<file path="src/rtl/cp0_exception_unit_pkg.sv">
// Shared CP0 definitions: register numbers, exception codes,
// Status/Cause bit layout and reset values.
package cp0_exception_unit_pkg;

    localparam logic [4:0] REG_BADVADDR = 5'd8;
    localparam logic [4:0] REG_COUNT    = 5'd9;
    localparam logic [4:0] REG_COMPARE  = 5'd11;
    localparam logic [4:0] REG_STATUS   = 5'd12;
    localparam logic [4:0] REG_CAUSE    = 5'd13;
    localparam logic [4:0] REG_EPC      = 5'd14;

    localparam logic [31:0] STATUS_RST = 32'h0040_0000;

    typedef enum logic [4:0] {
        EXC_INT  = 5'd0,
        EXC_ADEL = 5'd4,
        EXC_ADES = 5'd5,
        EXC_SYS  = 5'd8,
        EXC_BP   = 5'd9,
        EXC_RI   = 5'd10,
        EXC_OV   = 5'd12
    } exc_code_e;

    typedef struct packed {
        logic      hit;
        exc_code_e code;
        logic      bad_pc;
        logic      bad_mem;
    } exc_sel_t;

    // BEV (bit 22) is hard-wired to 1.
    function automatic logic [31:0] pack_status(
        input logic [7:0] im,
        input logic       exl,
        input logic       ie
    );
        return {9'b0, 1'b1, 6'b0, im, 6'b0, exl, ie};
    endfunction

    function automatic logic [31:0] pack_cause(
        input logic       bd,
        input logic       ti,
        input logic [5:0] ip_hw,
        input logic [1:0] ip_sw,
        input exc_code_e  code
    );
        return {bd, ti, 14'b0, ip_hw, ip_sw, 1'b0, code, 2'b0};
    endfunction

endpackage

</file>
<file path="src/rtl/cp0_exception_unit_if.sv">
// Commit-stage bundle between the control unit and CP0.
interface cp0_exception_unit_if;

    logic        commit_valid;
    logic        cp0_Write;
    logic        mfc0;
    logic        eret;
    logic        sys;
    logic        bp;
    logic        ri;
    logic        ov;
    logic        adel_if;
    logic        adel_mem;
    logic        ades;
    logic        is_delay_slot;
    logic [4:0]  cp0_addr;
    logic [31:0] cp0_wdata;
    logic [31:0] pc;
    logic [31:0] mem_vaddr;
    logic [5:0]  hw_int;
    logic [31:0] cp0_rdata;
    logic        exc_flush;
    logic [31:0] exc_target;
    logic        int_pending;

    modport master (
        output commit_valid, cp0_Write, mfc0, eret,
        output sys, bp, ri, ov, adel_if, adel_mem, ades,
        output is_delay_slot, cp0_addr, cp0_wdata,
        output pc, mem_vaddr, hw_int,
        input  cp0_rdata, exc_flush, exc_target, int_pending
    );

    modport slave (
        input  commit_valid, cp0_Write, mfc0, eret,
        input  sys, bp, ri, ov, adel_if, adel_mem, ades,
        input  is_delay_slot, cp0_addr, cp0_wdata,
        input  pc, mem_vaddr, hw_int,
        output cp0_rdata, exc_flush, exc_target, int_pending
    );

endinterface

</file>
<file path="src/rtl/cp0_exception_unit_timer.sv">
// Count/Compare timer: prescaled Count, Compare match raises TI
// until software rewrites Compare.
module cp0_exception_unit_timer #(
    parameter int COUNT_DIV_LOG2 = 1
) (
    input  logic        clk,
    input  logic        rst,
    input  logic        count_we,
    input  logic        compare_we,
    input  logic [31:0] wdata,
    output logic [31:0] count,
    output logic [31:0] compare,
    output logic        ti
);

    localparam int DW = (COUNT_DIV_LOG2 > 0) ? COUNT_DIV_LOG2 : 1;

    logic [DW-1:0] div_q;
    logic          tick;

    assign tick = (COUNT_DIV_LOG2 == 0) ? 1'b1 : &div_q;

    always_ff @(posedge clk) begin
        if (rst) begin
            div_q   <= '0;
            count   <= '0;
            compare <= '0;
            ti      <= 1'b0;
        end else begin
            div_q <= div_q + DW'(1);
            if (count_we) begin
                count <= wdata;
            end else if (tick) begin
                count <= count + 32'd1;
            end
            // A Compare write acknowledges the interrupt and masks a same-cycle match.
            if (compare_we) begin
                compare <= wdata;
                ti      <= 1'b0;
            end else if (count == compare) begin
                ti <= 1'b1;
            end
        end
    end

endmodule

</file>
<file path="src/rtl/cp0_exception_unit.sv">
// CP0 register file and commit-stage exception/interrupt responder
// with pipeline flush and redirect.
module cp0_exception_unit
    import cp0_exception_unit_pkg::*;
#(
    parameter logic [31:0] EXC_VECTOR     = 32'hBFC0_0380,
    parameter int          COUNT_DIV_LOG2 = 1
) (
    input logic                 clk,
    input logic                 rst,
    cp0_exception_unit_if.slave bus
);

    logic        rst_q;
    logic        live;
    logic        commit;
    logic [7:0]  im;
    logic        exl;
    logic        ie;
    logic        bd;
    logic [5:0]  ip_hw;
    logic [1:0]  ip_sw;
    exc_code_e   code;
    logic [31:0] epc;
    logic [31:0] badvaddr;
    logic [31:0] count;
    logic [31:0] compare;
    logic        ti;
    logic        int_req;
    exc_sel_t    sel;
    logic        exc_take;
    logic        eret_take;
    logic        wr_take;
    logic [31:0] rd_mux;

    // Outputs stay quiet during reset and the cycle that follows it.
    always_ff @(posedge clk) begin
        rst_q <= rst;
    end

    assign live    = ~rst & ~rst_q;
    assign commit  = bus.commit_valid & live;
    assign int_req = ie & ~exl & |({ip_hw, ip_sw} & im);

    always_comb begin
        sel      = '0;
        sel.code = EXC_INT;
        sel.hit  = 1'b1;
        if (int_req) begin
            sel.code = EXC_INT;
        end else if (bus.adel_if) begin
            sel.code   = EXC_ADEL;
            sel.bad_pc = 1'b1;
        end else if (bus.ri) begin
            sel.code = EXC_RI;
        end else if (bus.ov) begin
            sel.code = EXC_OV;
        end else if (bus.sys) begin
            sel.code = EXC_SYS;
        end else if (bus.bp) begin
            sel.code = EXC_BP;
        end else if (bus.adel_mem) begin
            sel.code    = EXC_ADEL;
            sel.bad_mem = 1'b1;
        end else if (bus.ades) begin
            sel.code    = EXC_ADES;
            sel.bad_mem = 1'b1;
        end else begin
            sel.hit = 1'b0;
        end
    end

    assign exc_take  = commit & sel.hit;
    assign eret_take = commit & bus.eret & ~exc_take;
    assign wr_take   = commit & bus.cp0_Write & ~exc_take & ~bus.eret;

    cp0_exception_unit_timer #(
        .COUNT_DIV_LOG2(COUNT_DIV_LOG2)
    ) u_timer (
        .clk       (clk),
        .rst       (rst),
        .count_we  (wr_take & (bus.cp0_addr == REG_COUNT)),
        .compare_we(wr_take & (bus.cp0_addr == REG_COMPARE)),
        .wdata     (bus.cp0_wdata),
        .count     (count),
        .compare   (compare),
        .ti        (ti)
    );

    always_ff @(posedge clk) begin
        if (rst) begin
            im       <= '0;
            exl      <= 1'b0;
            ie       <= 1'b0;
            bd       <= 1'b0;
            ip_hw    <= '0;
            ip_sw    <= '0;
            code     <= EXC_INT;
            epc      <= '0;
            badvaddr <= '0;
        end else begin
            ip_hw <= {bus.hw_int[5] | ti, bus.hw_int[4:0]};
            if (exc_take) begin
                code <= sel.code;
                exl  <= 1'b1;
                // A nested exception keeps the original return point.
                if (!exl) begin
                    epc <= bus.is_delay_slot ? bus.pc - 32'd4 : bus.pc;
                    bd  <= bus.is_delay_slot;
                end
                if (sel.bad_pc) begin
                    badvaddr <= bus.pc;
                end else if (sel.bad_mem) begin
                    badvaddr <= bus.mem_vaddr;
                end
            end else if (eret_take) begin
                exl <= 1'b0;
            end else if (wr_take) begin
                if (bus.cp0_addr == REG_STATUS) begin
                    im  <= bus.cp0_wdata[15:8];
                    exl <= bus.cp0_wdata[1];
                    ie  <= bus.cp0_wdata[0];
                end
                if (bus.cp0_addr == REG_CAUSE) begin
                    ip_sw <= bus.cp0_wdata[9:8];
                end
                if (bus.cp0_addr == REG_EPC) begin
                    epc <= bus.cp0_wdata;
                end
            end
        end
    end

    always_comb begin
        rd_mux = '0;
        unique case (bus.cp0_addr)
            REG_BADVADDR: rd_mux = badvaddr;
            REG_COUNT:    rd_mux = count;
            REG_COMPARE:  rd_mux = compare;
            REG_STATUS:   rd_mux = pack_status(im, exl, ie);
            REG_CAUSE:    rd_mux = pack_cause(bd, ti, ip_hw, ip_sw, code);
            REG_EPC:      rd_mux = epc;
            default:      rd_mux = '0;
        endcase
    end

    assign bus.cp0_rdata   = (bus.mfc0 & live) ? rd_mux : '0;
    assign bus.exc_flush   = exc_take | eret_take;
    assign bus.exc_target  = exc_take  ? EXC_VECTOR :
                             eret_take ? epc : '0;
    assign bus.int_pending = live & int_req;

endmodule

</file>
<file path="src/flat_wrapper.sv">
// flat-port wrapper written by rule: the top's interface ports become plain ports
module cp0_exception_unit_flat import cp0_exception_unit_pkg::*;
#(
    parameter logic [31:0] EXC_VECTOR     = 32'hBFC0_0380,
    parameter int          COUNT_DIV_LOG2 = 1
)
  (clk, rst, bus_commit_valid, bus_cp0_Write, bus_mfc0, bus_eret, bus_sys, bus_bp, bus_ri, bus_ov, bus_adel_if, bus_adel_mem, bus_ades, bus_is_delay_slot, bus_cp0_addr, bus_cp0_wdata, bus_pc, bus_mem_vaddr, bus_hw_int, bus_cp0_rdata, bus_exc_flush, bus_exc_target, bus_int_pending);
  cp0_exception_unit_if bus_i ();
  input logic clk;
  input logic rst;
  input wire logic [$bits(bus_i.commit_valid)-1:0] bus_commit_valid;
  input wire logic [$bits(bus_i.cp0_Write)-1:0] bus_cp0_Write;
  input wire logic [$bits(bus_i.mfc0)-1:0] bus_mfc0;
  input wire logic [$bits(bus_i.eret)-1:0] bus_eret;
  input wire logic [$bits(bus_i.sys)-1:0] bus_sys;
  input wire logic [$bits(bus_i.bp)-1:0] bus_bp;
  input wire logic [$bits(bus_i.ri)-1:0] bus_ri;
  input wire logic [$bits(bus_i.ov)-1:0] bus_ov;
  input wire logic [$bits(bus_i.adel_if)-1:0] bus_adel_if;
  input wire logic [$bits(bus_i.adel_mem)-1:0] bus_adel_mem;
  input wire logic [$bits(bus_i.ades)-1:0] bus_ades;
  input wire logic [$bits(bus_i.is_delay_slot)-1:0] bus_is_delay_slot;
  input wire logic [$bits(bus_i.cp0_addr)-1:0] bus_cp0_addr;
  input wire logic [$bits(bus_i.cp0_wdata)-1:0] bus_cp0_wdata;
  input wire logic [$bits(bus_i.pc)-1:0] bus_pc;
  input wire logic [$bits(bus_i.mem_vaddr)-1:0] bus_mem_vaddr;
  input wire logic [$bits(bus_i.hw_int)-1:0] bus_hw_int;
  output wire logic [$bits(bus_i.cp0_rdata)-1:0] bus_cp0_rdata;
  output wire logic [$bits(bus_i.exc_flush)-1:0] bus_exc_flush;
  output wire logic [$bits(bus_i.exc_target)-1:0] bus_exc_target;
  output wire logic [$bits(bus_i.int_pending)-1:0] bus_int_pending;
  assign bus_i.commit_valid = bus_commit_valid;
  assign bus_i.cp0_Write = bus_cp0_Write;
  assign bus_i.mfc0 = bus_mfc0;
  assign bus_i.eret = bus_eret;
  assign bus_i.sys = bus_sys;
  assign bus_i.bp = bus_bp;
  assign bus_i.ri = bus_ri;
  assign bus_i.ov = bus_ov;
  assign bus_i.adel_if = bus_adel_if;
  assign bus_i.adel_mem = bus_adel_mem;
  assign bus_i.ades = bus_ades;
  assign bus_i.is_delay_slot = bus_is_delay_slot;
  assign bus_i.cp0_addr = bus_cp0_addr;
  assign bus_i.cp0_wdata = bus_cp0_wdata;
  assign bus_i.pc = bus_pc;
  assign bus_i.mem_vaddr = bus_mem_vaddr;
  assign bus_i.hw_int = bus_hw_int;
  assign bus_cp0_rdata = bus_i.cp0_rdata;
  assign bus_exc_flush = bus_i.exc_flush;
  assign bus_exc_target = bus_i.exc_target;
  assign bus_int_pending = bus_i.int_pending;
  cp0_exception_unit #(.EXC_VECTOR(EXC_VECTOR), .COUNT_DIV_LOG2(COUNT_DIV_LOG2)) u_core (.clk(clk), .rst(rst), .bus(bus_i));
endmodule
</file>
<file path="config.mk">
export PLATFORM = sky130hd
export DESIGN_NAME = cp0_exception_unit_flat
export DESIGN_NICKNAME = d
export VERILOG_FILES = /design/src/rtl/cp0_exception_unit_pkg.sv /design/src/rtl/cp0_exception_unit_if.sv /design/src/rtl/cp0_exception_unit_timer.sv /design/src/rtl/cp0_exception_unit.sv /design/src/flat_wrapper.sv
export SDC_FILE = /design/constraint.sdc
export NUM_CORES = 1
export LEC_CHECK = 0
export CORE_UTILIZATION = 52
export DETAILED_ROUTE_END_ITERATION = 6
export PLACE_DENSITY_LB_ADDON = 0.05
export SYNTH_ARGS = -nofsm -noshare
export SYNTH_HDL_FRONTEND = slang
export SYNTH_SLANG_ARGS = --single-unit
</file>
<file path="constraint.sdc">
create_clock -name clk -period 3.7 [get_ports clk]
set_clock_uncertainty 0.2 [all_clocks]
set_input_delay 0.74 -clock clk [delete_from_list [all_inputs] [get_ports clk]]
set_output_delay 0.74 -clock clk [all_outputs]
set_load 0.01 [all_outputs]
</file>
* Word level (Yosys, flattened, before mapping)
Cells that the tools add are included.
** Storage, ports and cells
- Register bits after elaboration :: 155
- Logic and storage cells :: 104
- Output and inout bits :: 66
- Bits of input ports :: 121
** Operators by class
- Equality and inequality tests :: 9
- Add/sub/neg operators :: 3
- Multiplexer cells :: 41
- Reduce and logical (&&, ||, !) cells :: 14
- Bitwise gates (word level) :: 23
** Operator list (number)
- 2-to-1 mux 32 bit :: 13
- one-hot mux 32 bit (6 select lines) :: 1
- 2-to-1 mux 5 bit :: 7
- adder 32 x 1 -> 32 bit (second input constant) :: 1
- == test 32 bit :: 1
- subtractor 32 x 3 -> 32 bit (second input constant) :: 1
- == test 5 x 4 -> 1 bit (second input constant) :: 6
- 2-to-1 mux 1 bit :: 18
- bitwise AND 1 bit :: 14
- AND reduction 4 bit :: 3
- bitwise AND 8 bit :: 1
- nonzero test 2 bit :: 4
- OR reduction 8 bit :: 1
- inverter 1 bit :: 6
- AND reduction 2 bit :: 3
- nonzero test 3 bit :: 2
- 2-to-1 mux 3 bit :: 1
- 2-to-1 mux 2 bit :: 1
- != test 2 x 1 -> 1 bit (second input constant) :: 1
- != test 2 bit (second input constant) :: 1
- OR 1 bit :: 2
- OR reduction 2 bit :: 1
- adder 1 bit (second input constant) :: 1

* Logic depth before layout (Yosys ltp)
- Depth in word-level cells :: 15
- Mapped depth :: 9
- Depth with buffers taken out :: 8

* Cells and area by module
A second synthesis with hierarchy kept.
** Unflattened totals
- Cells, all modules :: 1130
- Area, all modules :: 9183.8 sq um
** By module, submodules not included
- cp0_exception_unit :: times used 1, area an instance 5933.2 sq um, seq. area each 1761.7 sq um, cells an instance 767
- cp0_exception_unit_timer :: times used 1, area an instance 3250.6 sq um, seq. area each 1321.3 sq um, cells an instance 363

* Least setup slack after synthesis
No wires, ideal clock.
- Path kind :: input to output
- Start :: in bus_bp
- End :: out bus_exc_target[22]
- Stages :: 7
- Slack :: 0.196 ns
- Arrival time :: 2.564 ns
- Cell sequence :: or4_4 or4_1 buf_2 o21ai_2 buf_2 buf_2 nand2_1
** On the way
- Word-level cells in the longest chain between the ends :: 11
** Ends and longest elaborated chain
- from (decl) :: RTL line flat_wrapper.sv:16 : input wire logic [$bits(bus_i.bp)-1:0] bus_bp;
- 2-to-1 mux 1 bit * :: RTL line cp0_exception_unit.sv:60 : end else if (bus.bp) begin
- 2-to-1 mux 1 bit * :: RTL line cp0_exception_unit.sv:58 : end else if (bus.sys) begin
- 2-to-1 mux 1 bit * :: RTL line cp0_exception_unit.sv:56 : end else if (bus.ov) begin
- 2-to-1 mux 1 bit * :: RTL line cp0_exception_unit.sv:54 : end else if (bus.ri) begin
- 2-to-1 mux 1 bit * :: RTL line cp0_exception_unit.sv:51 : end else if (bus.adel_if) begin
- 2-to-1 mux 1 bit * :: RTL line cp0_exception_unit.sv:49 : if (int_req) begin
- bitwise AND 1 bit * :: RTL line cp0_exception_unit.sv:73 : assign exc_take = commit & sel.hit;
- inverter 1 bit :: RTL line cp0_exception_unit.sv:74 : assign eret_take = commit & bus.eret & ~exc_take;
- bitwise AND 1 bit :: RTL line cp0_exception_unit.sv:74
- 2-to-1 mux 32 bit :: RTL line cp0_exception_unit.sv:150 : eret_take ? epc : '0;
- 2-to-1 mux 32 bit * :: RTL line cp0_exception_unit.sv:149 : assign bus.exc_target = exc_take ? EXC_VECTOR :
- to (decl) :: RTL line flat_wrapper.sv:30 : output wire logic [$bits(bus_i.exc_target)-1:0] bus_exc_target;
Mark *: on every way between the ends. The rest lies on a longest branch, timed or not.

* Worst setup path in the final report
- Start :: in bus_cp0_addr[4]
- End :: out bus_cp0_rdata[12]
** On the way
- Word-level cells in the longest chain between the ends :: 3
- Elaborated cells on any way between the ends :: 8
- Classes of those cells :: 6 x eq/ne; 2 x mux
** Ends and longest elaborated chain
- from (decl) :: RTL line flat_wrapper.sv:23 : input wire logic [$bits(bus_i.cp0_addr)-1:0] bus_cp0_addr;
- == test 5 x 4 -> 1 bit :: RTL line cp0_exception_unit.sv:136 : unique case (bus.cp0_addr)
- one-hot mux 32 bit (6 select lines) * :: RTL line cp0_exception_unit.sv:136
- 2-to-1 mux 32 bit * :: RTL line cp0_exception_unit.sv:147 : assign bus.cp0_rdata = (bus.mfc0 & live) ? rd_mux : '0;
- to (decl) :: RTL line flat_wrapper.sv:28 : output wire logic [$bits(bus_i.cp0_rdata)-1:0] bus_cp0_rdata;
Marks and branches as above.

==> results.sh <==
export IMPL_holdBufCountCts=0
export IMPL_syn_avg_cell_area_um2=8.003
export IMPL_clock_sinks=154
export IMPL_dieArea_um2=18060
export IMPL_ys_seq_elements=154
export IMPL_internal_power_mw=3.151
export IMPL_path_class="in2out"
export IMPL_drtIter0Drc=1401
export IMPL_yosysTopAreaCell="dfxtp_1"
export IMPL_p_per_area_nw_per_um2=341.7
export IMPL_coreArea_um2=17180
export IMPL_clock_path_buffers=2
export IMPL_drt_pass1_iter_count=7
export IMPL_reg2reg_slack_ns=1.06
export IMPL_cap_violations=0
export IMPL_avgRoutedWirePerCell_um=21.32
export IMPL_htree_num_levels=4
export IMPL_switching_share_pct=24.43
export IMPL_layout_cells_non_filler=1568
export IMPL_max_freq_ghz=0.2735
export IMPL_required_ns=2.76
export IMPL_ir_worst_vdd_uv=297.9
export IMPL_clk_insertion_delay_late_ns=0.43
export IMPL_synth_most_common_cell="nand2_1"
export IMPL_period_minus_slack_ns=3.657
export IMPL_yosysTopAreaCellShare_pct=33.82
export IMPL_nets=1453
export IMPL_cpMostUsedCell="buf_4"
export IMPL_yosysSeqAreaShare_pct=33.82
export IMPL_dpl_cell_count=1524
export IMPL_holdWs_ns=0.2741
export IMPL_cts_tree="done"
export IMPL_hold_path_class="reg2reg"
export IMPL_yosysWarnings=0
export IMPL_dpl_hpwl_um=24860
export IMPL_relSlewSlack_pct=32.81
export IMPL_synth_async_sr_flop_share_pct=0
export IMPL_initial_core_util_pct=53.07
export IMPL_synth_distinct_cells=55
export IMPL_die_h_um=134.4
export IMPL_synth_area_top_cells="dfxtp_1 34%, nand2_1 6.4%, nor2_1 5.7%"
export IMPL_finalHoldViolations=0
export IMPL_root_buffer="clkbuf_16"
export IMPL_die_w_um=134.4
export IMPL_pwr_share_comb_pct=11.6
export IMPL_gp_congestion=0.9825
export IMPL_drive_gt1_share_pct=16.38
export IMPL_worstPathArrival_ns=2.72
export IMPL_path_clk_slew_ns=0.06
export IMPL_path_max_fanout=7
export IMPL_outcome="finished with violations"
export IMPL_power_leakage_nw=4.643
export IMPL_crit_chain="clkdlybuf4s50_1 > nand2b_4 > nor4_2 > buf_4 > buf_4 > a222oi_1 > o21ai_1 > a21oi_1 > nor2_1 > clkdlybuf4s15_1"
export IMPL_finalSetupTns_ns=0
export IMPL_p_seq_share_pct=42.0
export IMPL_grt_pass1_wl_um=50760
export IMPL_drc=17
export IMPL_cts_buffers=17
export IMPL_vias=9766
export IMPL_syn_inst=1139
export IMPL_syn_to_final_growth_pct=33.85
export IMPL_cpPeakStageDelay_ns=0.48
export IMPL_critPathSlowestCell="clkdlybuf4s50_1"
export IMPL_cp_start_kind="input pin"
export IMPL_routed_wl_um=33430
export IMPL_grt_pass1_vias=8884
export IMPL_syn_num_nets=1262
export IMPL_synth_edf_count=0
export IMPL_endpoint_kind="primary output"
export IMPL_netSwitchingPower_mw=1.018
export IMPL_grt_max_degree=88
export IMPL_setup_viol=0
export IMPL_violations="DRC"
export IMPL_track_usage_pct=37.08
export IMPL_antenna_left=0
export IMPL_synth_commonest_cells="156 x nand2_1, 154 x dfxtp_1, 139 x nor2_1"
export IMPL_insertedDiodeCount=0
export IMPL_num_io_pins=187
export IMPL_drt_vias_per_instance=6.228
export IMPL_fin_crit_sh_pct=98.83
export IMPL_gr_total_overflow=0
export IMPL_dpl_cell_area_um2=11520
export IMPL_postLayoutCellArea_um2=12200
export IMPL_io_buffers=186
export IMPL_synthFlopType="dfxtp_1"
export IMPL_rows=48
export IMPL_drv_slew=0
export IMPL_pwr_share_clk_pct=46.4
export IMPL_netlist_area_um2=9115
export IMPL_worstMarginPinSlew_ns=1.008
export IMPL_antenna_found_initial=0
export IMPL_grt_setup_unrepaired="yes"
-- cells by family (layout without fill, tap and decap cells) --
| logic type | count (synthesis) | count (layout) | share of synthesized area, % |
|---|---|---|---|
| adder cells (fa/ha/maj) | 2 | 2 | 0.2745 |
| XOR/XNOR | 91 | 91 | 8.744 |
| buffers and inverters | 101 | 305 | 4.653 |
| AO/OA/AOI/OAI | 236 | 236 | 19.51 |
| AND/OR/NAND/NOR | 501 | 501 | 26.82 |
| flip-flops | 154 | 154 | 33.82 |
| multiplexers | 54 | 54 | 6.177 |
-- timing repair --
item / CTS / global route
setup buffers: 11 / 1
cloned: 1 / 0
endpoints found under the setup margin: 65 / 36
pin swaps: 14 / 7
resized for setup: 138 / 39
-- sequential cells by signal (all words and copies together), names as in the netlist --
signal / flops
u_core.ie: 1
u_core.u_timer.ti: 1
u_core.ip_hw: 6
u_core.ip_sw: 2
u_core.u_timer.div_q: 1
u_core.u_timer.count: 32
u_core.u_timer.compare: 32
u_core.code: 4
u_core.rst_q: 1
u_core.epc: 32
u_core.badvaddr: 32
u_core.bd: 1
u_core.exl: 1
u_core.im: 8
-- placed cells by master, fill, tap and decap left out, types with 19 or more instances in the layout --
cell type        instances
a211oi_2                29
a21oi_1                 52
a222oi_1                23
a311oi_1                33
and2_1                  24
buf_4                   66
clkdlybuf4s50_1        113
dfxtp_1                154
dlygate4sd2_1           30
mux2i_1                 36
nand2_1                155
nand3_1                 43
nand3b_1                25
nand4_1                 24
nor2_1                 137
nor3_1                  19
o21ai_0                 43
xnor2_1                 51
xor2_1                  40
-- per-stage QoR --
stage	power (mW)	setup WS (ns)	util, %
after floorplan	1.958	0.1959	-
after global placement	2.248	-0.3053	67.09
after detailed placement	2.254	-0.3411	67.09
after CTS	4.154	0.001318	71.29
after global routing	4.278	-0.01954	71.03
final	4.169	0.04340	71.03
-- path summary, 6_finish.rpt --
| path | cells after the start | startpoint | end |
|---|---|---|---|
| setup / recovery | 10 | bus_cp0_addr[4] | bus_cp0_rdata[12] |
| hold reg to reg | 2 | u_core.code[2] | u_core.code[2] |
| hold / removal | 2 | u_core.code[2] | u_core.code[2] |
| setup reg to reg | 8 | u_core.im[5] | u_core.u_timer.count[4] |
-- area by class of cell --
| class | count | area [µm²] |
|---|---|---|
| fill | 1470 | 4976 |
| timing repair buffer | 268 | 2462 |
| inverter | 5 | 18.77 |
| clock buffer | 20 | 446.7 |
| multi-input combinational | 884 | 5712 |
| tap | 225 | 281.5 |
| clock inverter | 12 | 196.4 |
| sequential | 154 | 3083 |
-- routing by layer --
layer,wire [µm],track usage [%],vias to the layer above,share of wire [%]
met5,0,0,-,0
met4,770,11.36,0,2.3
met3,3546,6.349,55,11
met2,15000,57.54,555,45
met1,14120,52.27,4658,42
li1,-,-,4498,-
-- worst max-delay path: cells and delay by family --
| family | cells | cell delay (ns) |
|---|---|---|
| AO/OA/AOI/OAI | 3 | 0.70 |
| buffers and inverters | 4 | 1.02 |
| AND/OR/NAND/NOR | 3 | 0.25 |
-- power by group through the flow --
stage	Combinational (mW)	Sequential (mW)	Clock, mW
after global placement	0.464	1.78	0
after CTS	0.473	1.75	1.93
after detailed placement	0.469	1.78	0
after floorplan	0.199	1.76	0
final	0.482	1.75	1.93
after global routing	0.513	1.75	2.01
Note: power is estimated with default switching activity, not from simulation.
